<file path="src/rtl/fft_pkg.sv">
// Shared helpers for the FFT input buffer: sizing, bit reversal and
// complex-word {im, re} field access.
package fft_pkg;

  localparam int unsigned CPLX_PARTS = 2;

  function automatic int unsigned clog2(input int unsigned value);
    int unsigned result;
    result = 0;
    for (int unsigned i = 0; i < 32; i++) begin
      if ((32'd1 << i) < value) begin
        result = i + 1;
      end
    end
    return result;
  endfunction

  function automatic int unsigned cplx_width(input int unsigned data_width);
    return CPLX_PARTS * data_width;
  endfunction

  // Mirrors the low 'bits' bits of value; higher bits come back as zero.
  function automatic logic [31:0] bitrev(input logic [31:0] value, input int unsigned bits);
    logic [31:0] result;
    result = 32'd0;
    for (int unsigned i = 0; i < 32; i++) begin
      if (i < bits) begin
        result[bits-1-i] = value[i];
      end
    end
    return result;
  endfunction

  function automatic logic [31:0] cplx_re(input logic [63:0] word, input int unsigned data_width);
    logic [63:0] mask;
    mask = (64'd1 << data_width) - 64'd1;
    return 32'(word & mask);
  endfunction

  function automatic logic [31:0] cplx_im(input logic [63:0] word, input int unsigned data_width);
    logic [63:0] mask;
    mask = (64'd1 << data_width) - 64'd1;
    return 32'((word >> data_width) & mask);
  endfunction

endpackage

</file>
<file path="src/rtl/fft_in_bank.sv">
// One N-entry complex register bank: bit-reversed write port, butterfly pair read port.
module fft_in_bank
  import fft_pkg::*;
#(
  parameter int unsigned N_POINTS   = 8,
  parameter int unsigned DATA_WIDTH = 8
) (
  input  logic                                 clk,
  input  logic                                 rst,
  input  logic                                 wr_en_i,
  input  logic [clog2(N_POINTS)-1:0]           wr_idx_i,
  input  logic [cplx_width(DATA_WIDTH)-1:0]    wr_data_i,
  input  logic [clog2(N_POINTS)-2:0]           rd_pair_i,
  output logic [cplx_width(DATA_WIDTH)-1:0]    rd_a_o,
  output logic [cplx_width(DATA_WIDTH)-1:0]    rd_b_o
);

  localparam int unsigned AW = clog2(N_POINTS);
  localparam int unsigned CW = cplx_width(DATA_WIDTH);

  logic [CW-1:0] mem_q [N_POINTS];
  logic [31:0]   rev_full_s;
  logic [AW-1:0] wr_addr_s;
  logic          unused_rev_s;

  assign rev_full_s   = bitrev(32'(wr_idx_i), AW);
  assign wr_addr_s    = rev_full_s[AW-1:0];
  assign unused_rev_s = ^rev_full_s[31:AW];

  // Storage: cleared on reset, one entry written per accepted sample.
  always_ff @(posedge clk or negedge rst) begin
    if (!rst) begin
      for (int i = 0; i < int'(N_POINTS); i++) begin
        mem_q[i] <= {CW{1'b0}};
      end
    end else if (wr_en_i) begin
      mem_q[wr_addr_s] <= wr_data_i;
    end
  end

  assign rd_a_o = mem_q[{rd_pair_i, 1'b0}];
  assign rd_b_o = mem_q[{rd_pair_i, 1'b1}];

endmodule

</file>
<file path="src/rtl/fft_in_buffer.sv">
// Ping-pong input buffer for a radix-2 DIT FFT: natural-order writes,
// bit-reversed storage, first-stage butterfly pairs out.
module fft_in_buffer
  import fft_pkg::*;
#(
  parameter int unsigned N_POINTS   = 8,
  parameter int unsigned DATA_WIDTH = 8
) (
  input  logic                              clk,
  input  logic                              rst,
  input  logic [cplx_width(DATA_WIDTH)-1:0] in_data,
  input  logic                              in_valid,
  output logic                              in_ready,
  output logic [cplx_width(DATA_WIDTH)-1:0] out_a,
  output logic [cplx_width(DATA_WIDTH)-1:0] out_b,
  output logic [clog2(N_POINTS)-2:0]        out_pair,
  output logic                              out_valid,
  input  logic                              out_ready,
  output logic                              out_last
);

  localparam int unsigned AW = clog2(N_POINTS);
  localparam int unsigned PW = AW - 1;
  localparam int unsigned CW = cplx_width(DATA_WIDTH);
  localparam logic [AW-1:0] WR_LAST = AW'(N_POINTS - 1);
  localparam logic [PW-1:0] RD_LAST = PW'(N_POINTS / 2 - 1);

  logic [1:0]    full_q, full_d;
  logic          wr_bank_q, wr_bank_d;
  logic [AW-1:0] wr_cnt_q, wr_cnt_d;
  logic          rd_bank_q, rd_bank_d;
  logic [PW-1:0] rd_cnt_q, rd_cnt_d;

  logic          wr_fire_s, rd_fire_s, rd_last_s;
  logic [CW-1:0] bank_a_s [2];
  logic [CW-1:0] bank_b_s [2];

  // in_ready only looks at registered state, so out_ready never reaches it.
  assign in_ready  = ~full_q[wr_bank_q];
  assign out_valid = full_q[rd_bank_q];
  assign wr_fire_s = in_valid & in_ready;
  assign rd_fire_s = out_valid & out_ready;
  assign rd_last_s = (rd_cnt_q == RD_LAST);

  for (genvar b = 0; b < 2; b++) begin : g_bank
    fft_in_bank #(
      .N_POINTS  (N_POINTS),
      .DATA_WIDTH(DATA_WIDTH)
    ) u_bank (
      .clk      (clk),
      .rst      (rst),
      .wr_en_i  (wr_fire_s && (wr_bank_q == 1'(b))),
      .wr_idx_i (wr_cnt_q),
      .wr_data_i(in_data),
      .rd_pair_i(rd_cnt_q),
      .rd_a_o   (bank_a_s[b]),
      .rd_b_o   (bank_b_s[b])
    );
  end

  // Next state for writer and reader; both may complete in the same cycle
  // on different banks, so each touches only its own full bit.
  always_comb begin
    full_d    = full_q;
    wr_bank_d = wr_bank_q;
    wr_cnt_d  = wr_cnt_q;
    rd_bank_d = rd_bank_q;
    rd_cnt_d  = rd_cnt_q;

    if (wr_fire_s) begin
      if (wr_cnt_q == WR_LAST) begin
        wr_cnt_d          = {AW{1'b0}};
        wr_bank_d         = ~wr_bank_q;
        full_d[wr_bank_q] = 1'b1;
      end else begin
        wr_cnt_d = wr_cnt_q + AW'(1);
      end
    end else begin
      wr_cnt_d = wr_cnt_q;
    end

    if (rd_fire_s) begin
      if (rd_last_s) begin
        rd_cnt_d          = {PW{1'b0}};
        rd_bank_d         = ~rd_bank_q;
        full_d[rd_bank_q] = 1'b0;
      end else begin
        rd_cnt_d = rd_cnt_q + PW'(1);
      end
    end else begin
      rd_cnt_d = rd_cnt_q;
    end
  end

  // Counter, bank pointer and full-flag registers.
  always_ff @(posedge clk or negedge rst) begin
    if (!rst) begin
      full_q    <= 2'b00;
      wr_bank_q <= 1'b0;
      wr_cnt_q  <= {AW{1'b0}};
      rd_bank_q <= 1'b0;
      rd_cnt_q  <= {PW{1'b0}};
    end else begin
      full_q    <= full_d;
      wr_bank_q <= wr_bank_d;
      wr_cnt_q  <= wr_cnt_d;
      rd_bank_q <= rd_bank_d;
      rd_cnt_q  <= rd_cnt_d;
    end
  end

  // Read path is combinational; data is zeroed whenever no pair is offered.
  always_comb begin
    if (out_valid) begin
      out_a    = bank_a_s[rd_bank_q];
      out_b    = bank_b_s[rd_bank_q];
      out_pair = rd_cnt_q;
      out_last = rd_last_s;
    end else begin
      out_a    = {CW{1'b0}};
      out_b    = {CW{1'b0}};
      out_pair = {PW{1'b0}};
      out_last = 1'b0;
    end
  end

endmodule

</file>
<file path="config.mk">
export PLATFORM = sky130hd
export DESIGN_NAME = fft_in_buffer
export DESIGN_NICKNAME = d
export VERILOG_FILES = /design/src/rtl/fft_pkg.sv /design/src/rtl/fft_in_bank.sv /design/src/rtl/fft_in_buffer.sv
export SDC_FILE = /design/constraint.sdc
export NUM_CORES = 1
export LEC_CHECK = 0
export ABC_CLOCK_PERIOD_IN_PS = 2100
export BUFFER_PORTS_ARGS = -buffer_cell sky130_fd_sc_hd__buf_2
export CAP_MARGIN = 10
export CORE_MARGIN = 5
export CORE_UTILIZATION = 55
export CTS_BUF_LIST = sky130_fd_sc_hd__clkbuf_2
export CTS_CLUSTER_DIAMETER = 150
export DETAILED_ROUTE_END_ITERATION = 10
export PLACE_DENSITY = 0.73
export SYNTH_ARGS = -nofsm -noshare
export SYNTH_HDL_FRONTEND = slang
export SYNTH_HIERARCHICAL = 1
export SYNTH_SLANG_ARGS = --single-unit
</file>
<file path="constraint.sdc">
create_clock -name clk -period 2.1 [get_ports clk]
set_input_delay 0.21 -clock clk [delete_from_list [all_inputs] [get_ports clk]]
set_output_delay 0.21 -clock clk [all_outputs]
set_load 0.005 [all_outputs]
</file>
# Word-level counts from Yosys, hierarchy flattened

Cells that the tools add are included.

Bits in registers: 265
Output and inout bits: 37
Word-level logic and storage cells: 93

$add $sub $neg: 2
Magnitude comparators: 9
Equal/unequal tests: 2
Muxes and demuxes: 40
Bitwise operators: 12
Reductions and logical operators: 7

Operators with widths:

| operator                                                   | number |
|---|---|
| two-way mux 16 bit                                         | 17 |
| bitwise mux 128 bit                                        | 2 |
| binary-select mux 16 bit (select 3 bit)                    | 4 |
| demux 16 bit (select 3 bit)                                | 1 |
| greater-or-equal comparator 4 bit, second input constant   | 3 |
| two-way mux 2 bit                                          | 6 |
| NOT 3 -> 4 bit                                             | 3 |
| two-way mux 1 bit                                          | 7 |
| logical AND 1 bit                                          | 5 |
| less-than comparator 1 x 2 -> 1 bit, second input constant | 2 |
| less-than comparator 4 x 1 -> 1 bit, second input constant | 1 |
| AND reduction 2 bit                                        | 2 |
| adder 3 x 1 -> 3 bit, second input constant                | 1 |
| equality test 3 bit, second input constant                 | 1 |
| two-way mux 3 bit                                          | 1 |
| NOT 1 bit                                                  | 3 |
| adder 2 x 1 -> 2 bit, second input constant                | 1 |
| bitwise AND 1 bit                                          | 2 |
| bitwise AND 2 bit                                          | 1 |
| demux 1 bit (select 1 bit)                                 | 2 |
| equality test 2 bit, second input constant                 | 1 |
| greater-or-equal comparator 1 bit, second input constant   | 2 |
| greater-or-equal comparator 2 bit, second input constant   | 1 |
| NOT 1 -> 2 bit                                             | 1 |
| other kinds (2)                                            | 2 |

# Depth between registers and ports, before layout

Depth in word-level cells: 10
Mapped depth: 6
Gate-level depth less buffers: 5

# Cells and area by module

The synthesis kept the hierarchy.

By module, submodules not included:

| module        | instances | cells each | area each (µm²) | sequential area each (µm²) |
|---|---|---|---|---|
| fft_in_bank   | 2         | 318        | 5669.2          | 3203.1 |
| fft_in_buffer | 1         | 110        | 958.4           | 225.2 |

# Worst setup path after synthesis

No wires, ideal clock.

Path kind: register to register
From: register wr_bank_q
To: register g_bank[0].u_bank/mem_q[101] (netlist bit)
Arrival: 1.704 ns
Setup slack: 0.271 ns
Cell stages (with the launch flop): 7
Cell sequence: dfrtp_1 -> nor3b_1 -> buf_4 -> nor4bb_1 -> buf_2 -> buf_6 -> mux2_2

Longest elaborated chain between the ends: 5
Elaborated cells on any way between the ends: 6
Classes of those cells: mux: 2; bitwise: 3; reduce/logical: 1

RTL lines:

| what                                                 | RTL line             | text |
|---|---|---|
| start: declaration                                   | fft_in_buffer.sv:29  | `logic wr_bank_q, wr_bank_d;` |
| start signal: assignment                             | fft_in_buffer.sv:105 | `wr_bank_q <= wr_bank_d;` |
| two-way mux 1 bit (implied by the code) (2 in a row) | fft_in_buffer.sv:39  | `assign in_ready = ~full_q[wr_bank_q];` |
| NOT 1 bit                                            | fft_in_buffer.sv:39  |  |
| bitwise AND 1 bit                                    | fft_in_buffer.sv:41  | `assign wr_fire_s = in_valid & in_ready;` |
| logical AND 1 bit (*)                                | fft_in_buffer.sv:52  | `.wr_en_i (wr_fire_s && (wr_bank_q == 1'(b))),` |
| end signal: indexed assignment                       | fft_in_bank.sv:34    | `mem_q[i] <= {CW{1'b0}};` |
| end signal: indexed assignment                       | fft_in_bank.sv:37    | `mem_q[wr_addr_s] <= wr_data_i;` |
| end: declaration                                     | fft_in_bank.sv:21    | `logic [CW-1:0] mem_q [N_POINTS];` |

Mark *: on every way between the ends. The rest lies on a longest branch, timed or not. The select of a mux whose other input is x is not followed.
A chain may end at the register's enable or synchronous reset.

==> Implementation_results.wiki <==
{| class="wikitable"
! Metric !! Value
|-
| Root cell of the clock tree || clkbuf_2
|-
| Largest net degree at the start of global routing || 79
|-
| Router iterations before antenna repair || 4
|-
| Commonest non-fill, non-tap cell in the layout || dfrtp_1
|-
| Gate count after technology mapping || 746
|-
| Fraction of final layout cells with drive strength greater than 1 || 60.1%
|-
| Final cell area excluding filler cells || 14300 um2
|-
| Max H-tree Level || 3
|-
| Number of nets in the synthesized netlist || 769
|-
| Failing checks || negative setup slack
|-
| Highest-count cells in the layout ignoring fill and taps || dfrtp_1 (262), mux2_2 (239), clkbuf_2 (99)
|-
| Power density relative to cell area || 1480 nW/um2
|-
| Largest fanout on the critical path || 12
|-
| Hold Vio Cnt, Final || 0
|-
| Worst Hold Launch || out_ready
|-
| Overall Global Routing Usage || 22.2%
|-
| Number of buffers created by CTS || 71
|-
| I/O pin total || 57
|-
| Hold Path Class || primary input to flop
|-
| Standard cell area after detailed placement || 13300 um2
|-
| Via count || 7212
|-
| Critical path startpoint category || flop
|-
| Final design utilization || 65.4%
|-
| Area added between synthesis and finish || 16.5%
|-
| Critical path's largest stage delay || 530 ps
|-
| Initial Utilization || 56.2%
|-
| Clock latency of the later-clocked register in the worst-skew pair || 830 ps
|-
| Worst reg2reg startpoint || full_q[1]
|-
| Final weighted congestion in routability-driven placement || 0.769
|-
| RSZ-0062 raised after global routing || true
|-
| Leakage dissipation || 6.74 nW
|-
| Synthesized flop and latch total || 265
|-
| Count of unresolved DRC violations after routing || 0
|-
| Half-perimeter wire length after placement || 16700 um
|-
| Vertical extent of the die || 160 um
|-
| Drt first-iter violations || 313
|-
| Launch point of the critical path || rd_cnt_q[0]
|-
| Final-report setup violation count || 33
|-
| Worst rel slew slack || 63.7%
|-
| Via-to-Cell Ratio || 5.88
|-
| Kind of capture point of the worst setup path || output pin
|-
| Row count || 54
|-
| Fmax || 0.381 GHz
|-
| Req. time, crit path || 1890 ps
|-
| Max-Cap Viols || 0
|-
| Final worst-path cycle share || 125%
|-
| Yosys Warn Count || 6
|-
| Sequential share of the synthesized area || 53.9%
|-
| DIE WIDTH || 160 um
|-
| Time the final worst path needs with I/O delays and setup || 2620 ps
|-
| CTS tree || yes
|-
| Netlist area before placement || 12300 um2
|-
| CORE AREA || 21900 um2
|-
| Overall routed net length || 27500 um
|-
| Total Die Area || 25400 um2
|-
| Pin slew with the least headroom to its limit || 545 ps
|-
| Per-instance average area after synthesis || 16.5 um2
|-
| Initial antenna violation count || 2
|-
| Cells after DPL || 1077
|-
| Clock-pin transition on the worst setup and hold timing paths || 90 ps
|-
| Type of the worst setup path || flop to output pin
|-
| Worst clock skew || 69.2 ps
|-
| Post-route non-filler standard cell count || 1226
|-
| Clk buf depth || 3
|-
| Outcome || complete, but fails checks
|-
| Count of cell types in the netlist || 32
|-
| Final setup margin || -524 ps
|-
| Buffers on Ports || 56
|-
| IR Drop Worst-Case VDD || 0.636 mV
|-
| Post-placement setup slack || 123 ps
|-
| CP arrival || 2410 ps
|-
| Routed Antenna Nets || 0
|-
| Via count of the first global-routing pass || 8108
|-
| Clock sink count || 265
|-
| Number of max-slew violations in the final report || 0
|-
| Total power consumption of the routed design || 0.0212 W
|-
| Slowest cell on the critical path || mux4_2
|-
| Ordered cell list for the critical path || buf_12, buf_16, mux4_2, mux2i_2, nor2_1, buf_2
|-
| Global-route wire length before repair || 44700 um
|-
| Routed len/inst || 22.4 um
|-
| Final-stage net count || 920
|-
| Total congestion overflow after global routing || 0
|}
## cells in the mapped netlist, drive strengths merged
library cell | instances | area share, %
a21oi | 1 | 0.041
a31oi | 1 | 0.051
and2 | 3 | 0.15
and3 | 1 | 0.051
and3b | 1 | 0.071
and4bb | 2 | 0.20
buf | 47 | 2.7
clkbuf | 4 | 0.12
dfrtp | 265 | 54
ha | 3 | 0.31
inv | 1 | 0.030
mux2 | 261 | 25
mux2i | 35 | 3.0
mux4 | 64 | 12
nand2 | 3 | 0.11
nand3 | 1 | 0.041
nand4 | 2 | 0.20
nand4b | 6 | 0.73
nor2 | 35 | 1.1
nor3b | 1 | 0.061
nor4b | 2 | 0.39
nor4bb | 4 | 0.33
o21ai | 1 | 0.041
o22a | 1 | 0.071
o31ai | 1 | 0.061
## metrics by stage
stage          TNS, ps  hold slack [ps]
2_1_floorplan        0            -85.6
3_3_place_gp         0             58.7
4_1_cts         -18340              233
5_1_grt         -21290              253
3_5_place_dp         0             61.3
6_report        -14600              343
## worst max-delay path, delay by kind of cell (launching register included)
family                 cells  cell delay, ps
muxes                      2             700
and+or+nand+nor            1              70
DFF                        1             440
buffers and inverters      3             440
## state kept, by name, summed over array words and instances, names as in the netlist
| register | count |
|---|---|
| full_q | 2 |
| g_bank.u_bank/mem_q | 256 |
| rd_bank_q | 1 |
| rd_cnt_q | 2 |
| wr_bank_q | 1 |
| wr_cnt_q | 3 |
## metal layers
| layer | GRT usage, % | up-vias | share of wire [%] |
|---|---|---|---|
| met5 | 0 | - | 0 |
| met1 | 29.2 | 3879 | 44 |
| met3 | 4.58 | 52 | 3.0 |
| met4 | 7.33 | 0 | 2.0 |
| li1 | - | 3149 | - |
| met2 | 37.2 | 132 | 51 |
## power breakdown
part / leakage, nW / switching (W) / total (W) / internal, W
clock: 0.477 / 0.00203 / 0.00353 / 0.00151
combinational: 2.90 / 0.00361 / 0.00912 / 0.00551
sequential: 3.36 / 0.00124 / 0.00858 / 0.00734
total: 6.74 / 0.00688 / 0.0212 / 0.0144
## final timing paths
kind,endpoint,slack [ps],depth (start not counted)
worst max-delay path,out_b[8],-520,6
worst min-delay path,rd_bank_q,340,4
worst max register to register,g_bank[1].u_bank/mem_q[109],130,4
worst min register to register,g_bank[0].u_bank/mem_q[32],510,1
max in group asynchronous,rd_bank_q,820,4
min in group asynchronous,g_bank[0].u_bank/mem_q[116],410,3
## timing repair
item / in CTS / in global routing
hold endpoints to repair: 530 / 0
resized for setup: 13 / 6
pin swaps: 3 / 9
endpoints found under the setup margin: 35 / 36
cloned: 2 / 1
setup buffers: 6 / 1
hold buffers: 21 / 0
## cells by family (layout without fill, tap and decap cells)
| group | Yosys count | after routing | share of synthesized area [%] |
|---|---|---|---|
| muxes | 360 | 360 | 39.2 |
| adders and majority gates | 3 | 3 | 0.305 |
| DFF | 265 | 265 | 53.9 |
| other | 0 | 2 | 0 |
| buffers and inverters | 52 | 250 | 2.85 |
| and+or+nand+nor | 61 | 61 | 3.41 |
| AOI/OAI and AO/OA | 5 | 5 | 0.265 |
## layout make-up
cell class | count | area, um2
clock buffer | 99 | 495
tap | 280 | 350
timing repair buffer | 129 | 1280
sequential | 265 | 6640
inverter | 1 | 3.75
fill | 1600 | 7570
multi-input combinational | 429 | 5420
clock inverter | 21 | 134
antenna | 2 | 5.00
Note: power is estimated with default switching activity, not from simulation.
